File: src/rtl/sprite_pkg.sv
// Shared definitions for the sprite storage path: geometry, load opcode,
// loader state and error encodings.
package sprite_pkg;

    localparam int SPRITE_NUM       = 4;
    localparam int SPRITE_SIZE      = 1024;
    localparam int SPRITE_ADDR_SIZE = 9;

    localparam logic [7:0] LOAD_OP = 8'h01;

    typedef enum logic [2:0] {
        ST_IDLE  = 3'd0,
        ST_CMD   = 3'd1,
        ST_INDEX = 3'd2,
        ST_DATA  = 3'd3,
        ST_CHECK = 3'd4,
        ST_HOLD  = 3'd5
    } loader_state_t;

    typedef enum logic [1:0] {
        ERR_NONE   = 2'd0,
        ERR_OPCODE = 2'd1,
        ERR_INDEX  = 2'd2,
        ERR_ABORT  = 2'd3
    } loader_err_t;

    // Running XOR used for the optional frame checksum.
    function automatic logic [7:0] xor_fold(input logic [7:0] acc, input logic [7:0] data);
        return acc ^ data;
    endfunction

endpackage

File: src/rtl/sprite_loader.sv
// Parses SPI sprite-load frames and drives the sprite storage write port.
// Define SPRITE_LOADER_CHECKSUM_EN to require a trailing XOR checksum byte.
module sprite_loader #(
    parameter int SPRITE_NUM       = sprite_pkg::SPRITE_NUM,
    parameter int SPRITE_SIZE      = sprite_pkg::SPRITE_SIZE,
    parameter int SPRITE_ADDR_SIZE = sprite_pkg::SPRITE_ADDR_SIZE
) (
    input  logic                          clock,
    input  logic                          reset_n,
    input  logic                          cs_n,
    input  logic                          rx_valid,
    input  logic [7:0]                    rx_data,
    output logic [$clog2(SPRITE_NUM)-1:0] w_select,
    output logic                          w_en,
    output logic [SPRITE_ADDR_SIZE:0]     w_addr,
    output logic [7:0]                    w_data,
    output logic                          busy,
    output logic                          done,
    output logic [1:0]                    err
);
    import sprite_pkg::*;

    localparam int SW = $clog2(SPRITE_NUM);
    localparam int AW = SPRITE_ADDR_SIZE + 1;
    localparam logic [AW-1:0] ADDR_LAST = AW'(SPRITE_SIZE - 2);
    localparam logic [AW-1:0] ADDR_STEP = AW'(2);

    loader_state_t   state_r;
    loader_err_t     err_r;
    logic            cs_prev_r;
    logic [AW-1:0]   addr_cnt_r;
    logic [SW-1:0]   sel_r;
    logic            w_en_r;
    logic [AW-1:0]   w_addr_r;
    logic [7:0]      w_data_r;
    logic            busy_r;
    logic            done_r;
`ifdef SPRITE_LOADER_CHECKSUM_EN
    logic [7:0]      xor_r;
`endif
    logic            index_ok_s;

    assign index_ok_s = (int'({24'd0, rx_data}) < SPRITE_NUM);

    // Frame FSM; every output is produced here so they all leave a flop.
    always_ff @(posedge clock or negedge reset_n) begin
        if (!reset_n) begin
            state_r    <= ST_IDLE;
            err_r      <= ERR_NONE;
            cs_prev_r  <= 1'b1;
            addr_cnt_r <= '0;
            sel_r      <= '0;
            w_en_r     <= 1'b0;
            w_addr_r   <= '0;
            w_data_r   <= 8'd0;
            busy_r     <= 1'b0;
            done_r     <= 1'b0;
`ifdef SPRITE_LOADER_CHECKSUM_EN
            xor_r      <= 8'd0;
`endif
        end else begin
            cs_prev_r <= cs_n;
            w_en_r    <= 1'b0;
            done_r    <= 1'b0;
            // Deselect overrides any byte arriving in the same cycle.
            if (cs_n) begin
                state_r <= ST_IDLE;
                busy_r  <= 1'b0;
                if (state_r inside {ST_INDEX, ST_DATA, ST_CHECK}) begin
                    err_r <= ERR_ABORT;
                end
            end else begin
                case (state_r)
                    ST_IDLE: begin
                        if (cs_prev_r) begin
                            state_r <= ST_CMD;
                            busy_r  <= 1'b1;
                            err_r   <= ERR_NONE;
                        end
                    end
                    ST_CMD: begin
                        if (rx_valid) begin
                            if (rx_data == LOAD_OP) begin
                                state_r <= ST_INDEX;
                            end else begin
                                state_r <= ST_HOLD;
                                busy_r  <= 1'b0;
                                err_r   <= ERR_OPCODE;
                            end
                        end
                    end
                    ST_INDEX: begin
                        if (rx_valid) begin
                            if (index_ok_s) begin
                                sel_r      <= rx_data[SW-1:0];
                                addr_cnt_r <= '0;
`ifdef SPRITE_LOADER_CHECKSUM_EN
                                xor_r      <= 8'd0;
`endif
                                state_r    <= ST_DATA;
                            end else begin
                                state_r <= ST_HOLD;
                                busy_r  <= 1'b0;
                                err_r   <= ERR_INDEX;
                            end
                        end
                    end
                    ST_DATA: begin
                        if (rx_valid) begin
                            w_en_r   <= 1'b1;
                            w_addr_r <= addr_cnt_r;
                            w_data_r <= rx_data;
`ifdef SPRITE_LOADER_CHECKSUM_EN
                            xor_r    <= xor_fold(xor_r, rx_data);
`endif
                            // Counter stops at the last pair rather than wrapping.
                            if (addr_cnt_r == ADDR_LAST) begin
`ifdef SPRITE_LOADER_CHECKSUM_EN
                                state_r <= ST_CHECK;
`else
                                state_r <= ST_HOLD;
                                busy_r  <= 1'b0;
                                done_r  <= 1'b1;
`endif
                            end else begin
                                addr_cnt_r <= addr_cnt_r + ADDR_STEP;
                            end
                        end
                    end
`ifdef SPRITE_LOADER_CHECKSUM_EN
                    ST_CHECK: begin
                        if (rx_valid) begin
                            state_r <= ST_HOLD;
                            busy_r  <= 1'b0;
                            if (rx_data == xor_r) begin
                                done_r <= 1'b1;
                            end else begin
                                err_r  <= ERR_ABORT;
                            end
                        end
                    end
`endif
                    ST_HOLD: begin
                        state_r <= ST_HOLD;
                    end
                    default: begin
                        state_r <= ST_IDLE;
                        busy_r  <= 1'b0;
                    end
                endcase
            end
        end
    end

    assign w_select = sel_r;
    assign w_en     = w_en_r;
    assign w_addr   = w_addr_r;
    assign w_data   = w_data_r;
    assign busy     = busy_r;
    assign done     = done_r;
    assign err      = err_r;

endmodule

File: config.mk
export PLATFORM = sky130hd
export DESIGN_NAME = sprite_loader
export DESIGN_NICKNAME = d
export VERILOG_FILES = /design/src/rtl/sprite_pkg.sv /design/src/rtl/sprite_loader.sv
export SDC_FILE = /design/constraint.sdc
export NUM_CORES = 1
export LEC_CHECK = 0
export ABC_AREA = 1
export CAP_MARGIN = 20
export CELL_PAD_IN_SITES_DETAIL_PLACEMENT = 1
export CELL_PAD_IN_SITES_GLOBAL_PLACEMENT = 1
export CORE_AREA = 10 10 77 93
export CTS_CLUSTER_DIAMETER = 50
export DETAILED_ROUTE_END_ITERATION = 6
export DIE_AREA = 0 0 87 103
export PLACE_DENSITY = 0.78
export SYNTH_ARGS = -nofsm -noshare
export SYNTH_HDL_FRONTEND = slang
export SYNTH_SLANG_ARGS = --single-unit
File: constraint.sdc
create_clock -name clock -period 1.65 [get_ports clock]
set_input_delay 0.2475 -clock clock [delete_from_list [all_inputs] [get_ports clock]]
set_output_delay 0.2475 -clock clock [all_outputs]
set_load 0.005 [all_outputs]
Yosys cells after proc, flatten, opt, wreduce, memory -nomap -nowiden
Cells that the tools add are included.

word-level totals
  flip-flop bits (word level) = 39
  output and inout port bits = 25

cells by class
  order comparisons = 1
  mux-type cells = 38
  bitwise gates (word level) = 1
  reductions and logical operators = 10
  eq/ne operators = 20
  add/subtract/negate cells = 1

operators by type and width
  operator                                                               number
  10-bit 2-to-1 mux                                                      4
  3-bit 2-to-1 mux                                                       8
  10-bit one-hot mux with 2 select lines                                 1
  3-bit != test (second input constant)                                  6
  1-bit 2-to-1 mux                                                       15
  3-bit one-hot mux with 5 select lines                                  1
  2-bit 2-to-1 mux                                                       7
  10-bit by 2-bit adder with 10-bit output (second input constant)       1
  10-bit == test (second input constant)                                 1
  2-bit != test (second input constant)                                  5
  8-bit by 1-bit == test with 1-bit output (second input constant)       1
  8-bit by 3-bit < comparator with 1-bit output (second input constant)  1
  8-bit AND reduction                                                    1
  7-bit AND reduction                                                    1
  3-bit by 2-bit == test with 1-bit output (second input constant)       2
  3-bit == test (second input constant)                                  2
  2-bit one-hot mux with 3 select lines                                  1
  6-bit AND reduction                                                    1
  1-bit one-hot mux with 5 select lines                                  1
  5-bit AND reduction                                                    1
  4-bit AND reduction                                                    1
  4-bit nonzero test                                                     1
  3-bit by 1-bit == test with 1-bit output (second input constant)       1
  3-bit logical NOT                                                      1
  other kinds (6)                                                        6

Longest topological paths before layout
  word-level depth = 5
  mapped depth = 10
  gate-level depth less buffers = 10

Worst setup path before layout
Ideal clock, no wire load.

  path type = reg2reg
  start point = register addr_cnt_r[1]
  end point = register addr_cnt_r[7]
  required time = 1585 ps
  slack = 312 ps
  path buffers = 0
  cell stages (with the launch flop) = 9
  arrival = 1274 ps
  cell sequence = dfrtp_1 -> ha_1 -> nand2_1 -> nor2_1 -> nand3_1 -> xor2_1 -> nor2_1 -> nand2_1 -> nand2_1

between the ends
  cells in the longest elaborated chain, start to end = 4
  elaborated cells on any way between the ends = 7
  those cells by class = add/sub: 1; eq/ne: 2; mux: 3; reduce/logical: 1

RTL lines
  item                                      line                  source
  start, declared                           sprite_loader.sv:31   logic [AW-1:0] addr_cnt_r;
  start signal, assigned                    sprite_loader.sv:126  addr_cnt_r <= addr_cnt_r + ADDR_STEP;
  10-bit by 2-bit adder with 10-bit output  sprite_loader.sv:126
  10-bit 2-to-1 mux                         sprite_loader.sv:117  if (addr_cnt_r == ADDR_LAST) begin
  10-bit 2-to-1 mux                         sprite_loader.sv:109  if (rx_valid) begin
  10-bit one-hot mux with 2 select lines    sprite_loader.sv:73   case (state_r)

Parallel ways exist; a longest one is shown, timed or not. The select of a mux whose other input is x is not followed.
A chain may end at the register's enable or synchronous reset.

Worst setup path after layout
  start point = register addr_cnt_r[6]
  end point = register addr_cnt_r[4]

between the ends
  cells in the longest elaborated chain, start to end = 3

RTL lines
  item                           line
  10-bit == test                 sprite_loader.sv:117
  2-bit != test (no line)        n/a
  6-bit AND reduction (no line)  n/a

No other way between the ends.

==> metrics.log <==
INFO  metric status = completed
INFO  metric fp.dieW = 87 µm
INFO  metric power.ir.vdd_worst = 514.7 µV
INFO  metric whs = 0.1827 ns
INFO  metric dp.final_hpwl = 4025 µm
INFO  metric drc_viols = 0
INFO  metric r2r_slack = 0.18 ns
INFO  metric finalHoldViolations = 0
INFO  metric min_period_over_period = 0.8899
INFO  metric report.final.slew_viol_count = 0
INFO  metric min_path_cells = 1
INFO  metric finalSetupViolCount = 0
INFO  metric first_global_vias = 1,880
INFO  metric dr.first_iter.drc_count = 70
INFO  metric routed_wirelength = 5148 µm
INFO  metric firstDrtPassIters = 4
INFO  metric internal-power = 0.001568 W
INFO  metric setup_slack = 0.1817 ns
INFO  metric data_arrival_time_of_the_critical_path = 1.69 ns
INFO  metric final.setup.tns = 0 ns
INFO  metric critical_path.max_fanout = 14
INFO  metric hold_path_end = cs_prev_r
INFO  metric beginning_of_the_worst_hold_path = cs_n
INFO  metric final_common_cell = sky130_fd_sc_hd__nand2_1
INFO  metric site_row_count = 30
INFO  metric layout_common_cells = sky130_fd_sc_hd__nand2_1, sky130_fd_sc_hd__dfrtp_1, sky130_fd_sc_hd__clkdlybuf4s50_1
INFO  metric clk_pin_slew = 0.08 ns
INFO  metric worstSetupStartpointType = register
INFO  metric clk-insertion-delay-late = 0.29 ns
INFO  metric cts_num_sinks = 37
INFO  metric cts_buffers = 5
INFO  metric depth_of_the_worst_register_to_register_path = 8
INFO  metric criticalPathCategory = reg2reg
INFO  metric yosys_warnings = 0
INFO  metric ioPinCount = 37
INFO  metric switching_share = 0.2465
INFO  metric min-delay-path-class = in2reg
INFO  metric grt_setup_unrepaired = false
INFO  metric max_freq = 681.0 MHz
INFO  metric core_area = 5443 µm²
INFO  metric grt_start_max_net_pins = 28
INFO  metric post_route_cells_drive_above_1_share = 0.2034
INFO  metric postSynthCellCount = 245
INFO  metric avgSynthCellArea = 8.084 µm²
INFO  metric total_leakage_power = 1.265 nW
INFO  metric yosys.area.top_type = sky130_fd_sc_hd__dfrtp_1
INFO  metric p_seq_frac = 0.468
INFO  metric ys_seq_area_frac = 0.4681
INFO  metric final_nets = 307
INFO  metric synth_top_area_frac = 0.4548
INFO  metric clock_skew = 0.006408 ns
INFO  metric place_worst_setup_slack = -0.1036 ns
INFO  metric start_util = 0.3639
INFO  metric clkPwrFrac = 0.394
INFO  metric antenna_violating_nets_post_route = 0
INFO  metric wire_per_inst = 14.34 µm
INFO  metric power_per_cell_area = 806.6 nW/µm²
INFO  metric p_comb_frac = 0.139
INFO  metric grt_first_pass_wirelength = 8756 µm
INFO  metric route.vias.total = 1,715
INFO  metric r2r_end = addr_cnt_r[4]
INFO  metric worst-endpoint-required = 1.87 ns
INFO  metric cts_htree_levels = 2
INFO  metric grt_antenna_before_repair = 0
INFO  metric cp_slowest_cell = sky130_fd_sc_hd__dfrtp_1
INFO  metric synth.cell_area = 1981 µm²
INFO  metric worstPathCellList = nand2_1 -> nor2_2 -> nand3_2 -> nor2_4 -> nor2_2 -> nand2_4 -> nand2_1 -> o21ai_2
INFO  metric synth_area_leaders = sky130_fd_sc_hd__dfrtp_1, sky130_fd_sc_hd__nand2_1, sky130_fd_sc_hd__o21ai_2, sky130_fd_sc_hd__nor2_1, sky130_fd_sc_hd__nand3_1
INFO  metric max_cap_viol_count = 0
INFO  metric i_o_buffers = 35
INFO  metric synth_nets = 258
INFO  metric cpPeakStageDelay = 0.47 ns
INFO  metric period_minus_slack = 1.468 ns
INFO  metric synth_cell_types = 29
INFO  metric critical_path.n_buffers_inverters = 0
INFO  metric overflow = 0
INFO  metric syn_to_final_growth = 30.26%
INFO  metric avgViaCountPerCell = 4.777
INFO  metric grt_usage = 0.1195
INFO  metric n_antenna_cell = 0
INFO  metric worst_path_top_cell_family_by_delay = simple AND/OR/NAND/NOR gates
INFO  metric chip_height = 103 µm
INFO  metric place.gp.congestion = 0.8066
INFO  metric core_utilization_of_the_finished_layout = 0.4740
INFO  metric dieArea = 8961 µm²
INFO  metric synth_seq_cells = 37
INFO  metric max-clock-path-buffers = 2
INFO  metric net-switching-power = 0.0005130 W
INFO  metric critical_path.reg2reg.startpoint = addr_cnt_r[6]
INFO  metric cts_tree = yes
INFO  metric clock-root-buffer = sky130_fd_sc_hd__clkbuf_8
INFO  metric endpoint_kind = register
==> Yosys cell counts <==
cell                       instances
sky130_fd_sc_hd__o21ai_1           5
sky130_fd_sc_hd__inv_1            18
sky130_fd_sc_hd__nand4_1           1
sky130_fd_sc_hd__nor3_1            3
sky130_fd_sc_hd__nand2_4           5
sky130_fd_sc_hd__a21oi_1           3
sky130_fd_sc_hd__nand3b_1          2
sky130_fd_sc_hd__o21ai_2          13
sky130_fd_sc_hd__inv_4             2
sky130_fd_sc_hd__buf_2             1
sky130_fd_sc_hd__nor2_4            1
sky130_fd_sc_hd__buf_6             2
sky130_fd_sc_hd__nand2_1          82
sky130_fd_sc_hd__nand3_2           2
sky130_fd_sc_hd__conb_1            1
sky130_fd_sc_hd__nor2_1           27
sky130_fd_sc_hd__nand3_1          15
sky130_fd_sc_hd__ha_1              1
sky130_fd_sc_hd__dfstp_2           1
sky130_fd_sc_hd__o21bai_1          1
sky130_fd_sc_hd__nand2_2           3
sky130_fd_sc_hd__buf_4             1
sky130_fd_sc_hd__buf_12            1
sky130_fd_sc_hd__nor2_8            1
sky130_fd_sc_hd__xor2_1            3
sky130_fd_sc_hd__nor2_2            4
sky130_fd_sc_hd__inv_2             6
sky130_fd_sc_hd__dfrtp_1          36
sky130_fd_sc_hd__o21ai_0           4
==> power groups by stage <==
stage / clock, W / combinational [W] / sequential, W
2_1_floorplan: 0 / 0.000134 / 0.000990
3_3_place_gp: 0 / 0.000284 / 0.000989
3_5_place_dp: 0 / 0.000291 / 0.000990
4_1_cts: 0.000838 / 0.000297 / 0.000973
5_1_grt: 0.000868 / 0.000334 / 0.000978
6_report: 0.000819 / 0.000289 / 0.000973
==> cells by family (layout without fill, tap and decap cells) <==
kind of cell / Yosys count / after routing / share of synthesized area
fa+ha+maj: 1 / 1 / 0.006316
xor+xnor: 3 / 3 / 0.01327
compound gates: 26 / 26 / 0.09160
flops: 37 / 37 / 0.4681
other cells: 1 / 1 / 0.001893
buf+inv: 31 / 81 / 0.07959
simple gates: 146 / 146 / 0.3392
==> repair_timing <==
item | 4_1_cts | 5_1_grt
gates resized for setup | 0 | 4
endpoints found under the setup margin | 0 | 4
endpoints found under the hold margin | 13 | 0
setup buffers | 0 | 0
hold buffers | 1 | 0
==> final cells by class <==
cell class | instances | area [µm²]
Clock buffer | 7 | 86.33
Fill cell | 668 | 2863
Inverter | 26 | 102.6
Timing Repair Buffer | 47 | 452.9
Tap cell | 64 | 80.08
Sequential cell | 37 | 929.6
Clock inverter | 1 | 30.03
Multi-Input combinational cell | 177 | 898.4
==> per-stage QoR <==
stage | total power [W] | cell area, µm² | cells
floorplan | 0.001124 | 1981 | 245
global placement | 0.001273 | 2446 | 350
detailed placement | 0.001281 | 2446 | 350
CTS | 0.002108 | 2572 | 359
global route | 0.002180 | 2580 | 359
finish | 0.002081 | 2580 | 359
==> how the worst max path moves through the flow <==
stage | start | to | depth (start not counted)
2_1_floorplan | addr_cnt_r[1] | addr_cnt_r[7] | 8
3_3_place_gp | cs_n | addr_cnt_r[1] | 7
3_5_place_dp | cs_n | addr_cnt_r[1] | 7
4_1_cts | addr_cnt_r[1] | addr_cnt_r[7] | 8
5_1_grt | addr_cnt_r[1] | addr_cnt_r[7] | 8
6_report | addr_cnt_r[6] | addr_cnt_r[4] | 8
==> routing by layer <==
layer	up-vias	track usage	share of wire
met4	0	0.03745	0.016
met2	32	0.2225	0.53
met5	-	0	0
li1	860	-	-
met1	816	0.1248	0.41
met3	7	0.03399	0.051
==> worst register-to-register path, stage by stage, from the launching register on <==
cell and delay (ns):
sky130_fd_sc_hd__dfrtp_1 0.47, sky130_fd_sc_hd__nand2_1 0.10, sky130_fd_sc_hd__nor2_2 0.18, sky130_fd_sc_hd__nand3_2 0.13, sky130_fd_sc_hd__nor2_4 0.12, sky130_fd_sc_hd__nor2_2 0.06, sky130_fd_sc_hd__nand2_4 0.18, sky130_fd_sc_hd__nand2_1 0.10
sky130_fd_sc_hd__o21ai_2 0.06
==> flip-flops by register name (all words and copies together) (netlist names) <==
signal      count
addr_cnt_r      9
busy            1
cs_prev_r       1
done            1
err             2
state_r         3
w_addr          9
w_data          8
w_en            1
w_select        2
Power figures use the tool's default switching activity.
